--- config.mk ---
export PLATFORM = sky130hd
export DESIGN_NAME = ppl_stage_buf
export DESIGN_NICKNAME = d
export VERILOG_FILES = /design/src/rtl/ppl_stage_buf.sv
export SDC_FILE = /design/constraint.sdc
export NUM_CORES = 1
export LEC_CHECK = 0
export ABC_AREA = 1
export ABC_CLOCK_PERIOD_IN_PS = 4400
export BUFFER_PORTS_ARGS = -buffer_cell sky130_fd_sc_hd__clkbuf_2
export CORE_ASPECT_RATIO = 0.75
export CORE_MARGIN = 2
export CORE_UTILIZATION = 30
export CTS_CLUSTER_SIZE = 8
export DETAILED_ROUTE_END_ITERATION = 12
export GPL_TIMING_DRIVEN = 0
export PLACE_DENSITY = 0.58
export RECOVER_POWER = 50
export SYNTH_ARGS = -nofsm -noshare
export SYNTH_HDL_FRONTEND = slang
export SYNTH_SLANG_ARGS = --single-unit
--- constraint.sdc ---
create_clock -name clk -period 4.4 [get_ports clk]
set_input_delay 0.88 -clock clk [delete_from_list [all_inputs] [get_ports clk]]
set_output_delay 0.88 -clock clk [all_outputs]
set_load 0.05 [all_outputs]
--- src/rtl/ppl_stage_buf.sv ---
// ppl_stage_buf: 2-entry skid-buffered pipeline stage register with hold/flush control.
// Optional saturating stall/flush counters are built when PPL_STAGE_PERF_EN is defined.
module ppl_stage_buf #(
  parameter int             WIDTH      = 16,
  parameter logic [WIDTH-1:0] BUBBLE_VAL = {WIDTH{1'b0}},
  parameter int             CNT_W      = 16
) (
  input  logic             clk,
  input  logic             rst,
  input  logic             flush,
  input  logic             hold,
  input  logic             in_valid,
  output logic             in_ready,
  input  logic [WIDTH-1:0] in_data,
  output logic             out_valid,
  input  logic             out_ready,
  output logic [WIDTH-1:0] out_data,
  output logic [1:0]       occupancy
`ifdef PPL_STAGE_PERF_EN
  ,
  output logic [CNT_W-1:0] stall_cnt,
  output logic [CNT_W-1:0] flush_cnt
`endif
);

  typedef enum logic [1:0] {EMPTY = 2'd0, BUSY = 2'd1, FULL = 2'd2} state_t;

  state_t           r_state;
  logic [WIDTH-1:0] r_main;
  logic [WIDTH-1:0] r_skid;
  logic             w_run;
  logic             w_accept;
  logic             w_fire;

  // Ready depends only on registered state and local stage controls, never on out_ready.
  assign w_run     = ~hold & ~flush;
  assign in_ready  = w_run & (r_state != FULL);
  assign out_valid = w_run & (r_state != EMPTY);
  assign w_accept  = in_valid & in_ready;
  assign w_fire    = out_valid & out_ready;
  assign out_data  = r_main;
  assign occupancy = r_state;

  always_ff @(posedge clk or posedge rst) begin
    if (rst) begin
      r_state <= EMPTY;
      r_main  <= BUBBLE_VAL;
      r_skid  <= BUBBLE_VAL;
    end else if (flush) begin
      r_state <= EMPTY;
      r_main  <= BUBBLE_VAL;
      r_skid  <= BUBBLE_VAL;
    end else if (!hold) begin
      case (r_state)
        EMPTY: begin
          if (w_accept) begin
            r_state <= BUSY;
            r_main  <= in_data;
          end
        end
        BUSY: begin
          if (w_accept && w_fire) begin
            r_main <= in_data;
          end else if (w_accept) begin
            r_state <= FULL;
            r_skid  <= in_data;
          end else if (w_fire) begin
            r_state <= EMPTY;
            r_main  <= BUBBLE_VAL;
          end
        end
        FULL: begin
          // Skid drains into main before any new input is taken, preserving order.
          if (w_fire) begin
            r_state <= BUSY;
            r_main  <= r_skid;
            r_skid  <= BUBBLE_VAL;
          end
        end
        default: begin
          r_state <= EMPTY;
          r_main  <= BUBBLE_VAL;
          r_skid  <= BUBBLE_VAL;
        end
      endcase
    end
  end

`ifdef PPL_STAGE_PERF_EN
  logic w_stall_inc;
  logic w_flush_inc;

  assign w_stall_inc = (r_state != EMPTY) & ~flush & (hold | ~out_ready);
  assign w_flush_inc = flush & (r_state != EMPTY);

  always_ff @(posedge clk or posedge rst) begin
    if (rst) begin
      stall_cnt <= '0;
      flush_cnt <= '0;
    end else begin
      if (w_stall_inc && (stall_cnt != {CNT_W{1'b1}})) stall_cnt <= stall_cnt + 1'b1;
      if (w_flush_inc && (flush_cnt != {CNT_W{1'b1}})) flush_cnt <= flush_cnt + 1'b1;
    end
  end
`else
  // Counter width only matters when the counters exist; still reject nonsense values.
  if (CNT_W < 1) begin : g_cnt_w_chk
    $error("CNT_W must be at least 1");
  end
`endif

endmodule

* After elaboration in Yosys (flattened, before gate mapping)
Index checks and enable logic that the tools add are counted.
** Word-level totals
- Input port bits :: 22
- Flip-flop bits (word level) :: 34
** Operators by class
- Multiplexer cells :: 20
- Bitwise gates (word level) :: 7
- Reduce and logical (&&, ||, !) cells :: 6
- Equal/unequal tests :: 12
** Operators with widths (number)
- $mux W16 :: 10
- $pmux W16 S3 :: 2
- $reduce_and A5 Y1 :: 3
- $mux W2 :: 7
- $ne A3 B3 Y1 const B :: 4
- $ne A4 B4 Y1 const B :: 3
- $ne A2 B2 Y1 const B :: 3
- $pmux W2 S3 :: 1
- $and A1 B1 Y1 :: 5
- $eq A2 B1 Y1 const B :: 1
- $eq A2 B2 Y1 const B :: 1
- $logic_not A2 Y1 :: 1
- $not A1 Y1 :: 2
- $reduce_bool A2 Y1 :: 1
- $logic_and A1 B1 Y1 :: 1

* Logic depth before layout (Yosys ltp)
- Word-level depth :: 10
- Mapped depth :: 10
- Mapped depth without buffers :: 9

* Worst setup path after synthesis
Ideal clock, no wire load.
- Kind :: input to output
- Start point :: input flush
- End point :: output out_valid
- Buffers on the path :: 2
- Slack :: 1.208 ns
- Data arrival time :: 2.312 ns
- Stages :: 3
- Cell sequence :: buf_6 > clkbuf_1 > nor3_1
** Between the ends
- Word-level cells in the longest chain between the ends :: 3
** Ends and longest elaborated chain
- start, declared :: line 10 : input logic flush,
- $not A1 Y1 :: line 36 : assign w_run = ~hold & ~flush;
- $and A1 B1 Y1 :: line 36
- $and A1 B1 Y1 :: line 38 : assign out_valid = w_run & (r_state != EMPTY);
- end, declared :: line 15 : output logic out_valid,
Every way passes these cells.

* Final worst setup path
- Start point :: register r_state[0], in the netlist occupancy[0]
- End point :: output out_valid
** Between the ends
- Word-level cells in the longest chain between the ends :: 2
** Ends and longest elaborated chain
- start, declared :: line 28 : state_t r_state;
- start signal, assigned :: line 46 : r_state <= EMPTY;
- start signal, assigned :: line 50 : r_state <= EMPTY;
- start signal, assigned :: line 57 : r_state <= BUSY;
- $reduce_bool A2 Y1 :: line 38
- $and A1 B1 Y1 :: line 38
Every way passes these cells.

==> summary.md <==
| Metric | Value |
|---|---|
| ANT cells | 0 |
| Combinational group share of total power | 54.3% |
| Outcome | completed |
| CTS root buffer | clkbuf_8 |
| Clk_lat worst skew | 0.28 ns |
| Data arrival, critical path | 1.97 ns |
| Worst setup margin | 1.548 ns |
| Setup TNS | 0 ns |
| Final number of setup-violating endpoints | 0 |
| Drt wl/cell | 13.12 um |
| Vias | 1929 |
| NetSw | 0.0008372 W |
| Starting Density | 30.49% |
| Peak VDD IR | 250.7 uV |
| Fin crit share | 64.83% |
| Initial antenna violation count | 0 |
| Final net count | 363 |
| Worst-margin pin slew | 1.061 ns |
| Kind of path behind the tightest hold check | reg -> reg |
| Worst Setup SP | occupancy[0]$_DFFE_PP0P_ |
| Area grow syn2layout | 18.16% |
| CTS Hold Buffers Added | 0 |
| CTS Sinks | 34 |
| Power Density | 654.4 nW/um2 |
| Top_reg_cell synth | dfrtp_1 |
| Post-synthesis mux area share | 0% |
| CTS Buf Count | 5 |
| Core area | 6734 um2 |
| Netlist cell types | 21 |
| Vias in the first global route | 1860 |
| Antenna Nets Post-Route | 0 |
| 1st-iter DRT viols | 114 |
| Sequential cell area | 850.8 um2 |
| Seq/Total Area, Yosys | 41.44% |
| Async SR Flop Fraction | 100.0% |
| Chip Height | 75.65 um |
| Top post-synthesis cells by area | dfrtp_1 41%, nand2_1 27%, nand3_1 5.1% |
| Achievable Freq | 0.3506 GHz |
| Fill cells | 734 |
| Compound-cell area share of the yosys netlist | 6.216% |
| First drt pass iteration count | 4 |
| # port buffers | 40 |
| Global-route wire length before repair | 9397 um |
| Main combinational cell family by area after synthesis | simple AND/OR/NAND/NOR gates |
| Worst Skew | 0.004132 ns |
| Post-synthesis register bit count | 34 |
| Drt via density | 4.528 |
| Worst-path clk slew | 0.07 ns |
| Tmin final | 2.852 ns |
| Clock power share | 15.3% |
| Most frequent cells after synthesis | 150 x nand2_1, 34 x dfrtp_1, 27 x nor2_1 |
| R2R Path End | r_skid[6]$_DFFE_PP0P_ |
| Grt ovf | 0 |
| Most frequent cell after synthesis | nand2_1 |
| Switching share of power | 52.73% |
| GP Congestion | 0.8250 |
| RSZ-0062 raised after global routing | false |
| Critical path type | reg -> out |
| CTS-repair resized insts | 0 |
| Die W | 99.53 um |
| Synth Area per Inst | 7.008 um2 |
| CTS tree | yes |
| Mapped Cells | 293 |
| CP endpoint kind | output pin |
| Number of synthesized flops with an enable pin | 0 |
| P_leak | 1.362 nW |
| Critical path fanouts, max | 10 |
| Critical path endpoint | out_valid |
| Worst reg2reg path depth | 10 |
| Max-Cap Viols | 0 |
| Std-Cell Rows | 26 |
| Synth warnings | 0 |
| Adder-cell share of the synthesized area | 0% |
| Post-synthesis xor/xnor area fraction | 0% |
| CP Launch Type | register |
| Max_slew headroom | 29.24% |
| R2R Setup Slk | 2.19 ns |
| Detailed Route WL | 5587 um |
| Final hold violations | 0 |
| Pre-CTS setup slack | 1.591 ns |
| Max Buffers Root-to-Sink | 2 |
| Htree depth | 2 |
| GRT Overall Usage | 16.15% |
| Max-slew violation count | 0 |
| Post-CTS Repair Setup Buffers | 0 |
| Top cell type's share of synthesized area | 41.44% |
| DRC violations left | 0 |
| Int Power | 0.0007504 W |
| Mapped Area | 2053 um2 |
| Fraction of layout cells with a size suffix above 1 | 18.71% |
| Largest area contributor in the netlist | dfrtp_1 |
| Critical R2R Launch | occupancy[0]$_DFFE_PP0P_ |
| Top Ports | 42 |
| Die area | 7529 um2 |
| CP required | 3.52 ns |
| Syn Nets | 315 |
| DP HPWL | 4162 um |
| Area occupied by multi-input gates | 1041 um2 |
| Sequential power share | 30.4% |
| Post-synthesis simple-gate area fraction | 45.28% |
| Largest net degree at the start of global routing | 19 |
## area by class of cell
| class | count | area share [%] |
|---|---|---|
| Timing Repair Buffer | 41 | 7.942 |
| Multi-Input combinational cell | 229 | 42.91 |
| Inverter | 19 | 2.940 |
| Clock buffer | 7 | 3.559 |
| Clock inverter | 1 | 0.2063 |
| Tap cell | 84 | 4.332 |
| Buffer | 11 | 3.043 |
| Sequential cell | 34 | 35.07 |
## critical path: stages (launching register included)
cell	delay [ns]
dfrtp_1	0.47
inv_2	0.09
nand2_2	0.11
inv_2	0.10
clkbuf_1	0.28
nor3_1	0.29
clkbuf_2	0.33
## sequential cells by signal, indices dropped and copies added, names as in the netlist
| signal | flops |
|---|---|
| out_data | 16 |
| r_skid | 16 |
| occupancy | 2 |
## metrics by stage
| step | instances | hold slack (ns) | area, um2 | util (%) | total power (W) |
|---|---|---|---|---|---|
| global placement | 417 | 0.4541 | 2359 | 35.02 | 0.001356 |
| finish | 426 | 0.4717 | 2426 | 36.03 | 0.001588 |
| detailed placement | 418 | 0.4589 | 2386 | 35.43 | 0.001371 |
| floorplan | 293 | 0.4422 | 2053 | - | 0.001146 |
| global route | 426 | 0.4972 | 2426 | 36.03 | 0.001713 |
| CTS | 426 | 0.4769 | 2477 | 36.79 | 0.001619 |
## kinds of logic after synthesis
family | after synthesis
AO/OA/AOI/OAI | 15
flip-flops | 34
AND/OR/NAND/NOR | 214
buffers and inverters | 30
## worst min path at each step
stage | cells after the start | end | startpoint | slack [ns]
2_1_floorplan | 2 | r_skid[0]$_DFFE_PP0P_ | r_skid[0]$_DFFE_PP0P_ | 0.44
4_1_cts | 2 | r_skid[3]$_DFFE_PP0P_ | r_skid[3]$_DFFE_PP0P_ | 0.48
5_1_grt | 2 | r_skid[4]$_DFFE_PP0P_ | r_skid[4]$_DFFE_PP0P_ | 0.50
3_3_place_gp | 2 | r_skid[0]$_DFFE_PP0P_ | r_skid[0]$_DFFE_PP0P_ | 0.45
6_report | 2 | r_skid[4]$_DFFE_PP0P_ | r_skid[4]$_DFFE_PP0P_ | 0.47
3_5_place_dp | 2 | r_skid[0]$_DFFE_PP0P_ | r_skid[0]$_DFFE_PP0P_ | 0.46
## power by group through the flow
stage	logic [W]	registers (W)	clock network [W]
5_1_grt	0.000949	0.000497	0.000267
3_3_place_gp	0.000870	0.000486	0
2_1_floorplan	0.000384	0.000761	0
6_report	0.000862	0.000483	0.000243
4_1_cts	0.000884	0.000484	0.000250
3_5_place_dp	0.000882	0.000489	0
## layer usage
| layer | global-route usage [%] | routed length (um) |
|---|---|---|
| met2 | 24.17 | 2289 |
| met3 | 3.303 | 242 |
| met5 | 0 | 0 |
| met1 | 24.49 | 3019 |
| met4 | 2.740 | 36 |
## cells in the final DEF (no fill, tap or decap)
cell type  count
nor2_1        28
buf_2          5
buf_4          1
dfrtp_1       34
nor2_2         2
clkbuf_2      31
o21ai_1        1
nand3_2        1
nand2_4        1
nand4_1        4
nand3_1       21
inv_2          5
nor3_1         1
nor2_8         2
buf_6          3
inv_1         14
nand2_2        3
clkbuf_8       6
nand2_1      150
clkinv_2       1
nand3_4        1
a21oi_4        2
o21bai_1      12
clkbuf_1      13
Power figures use the tool's default switching activity.
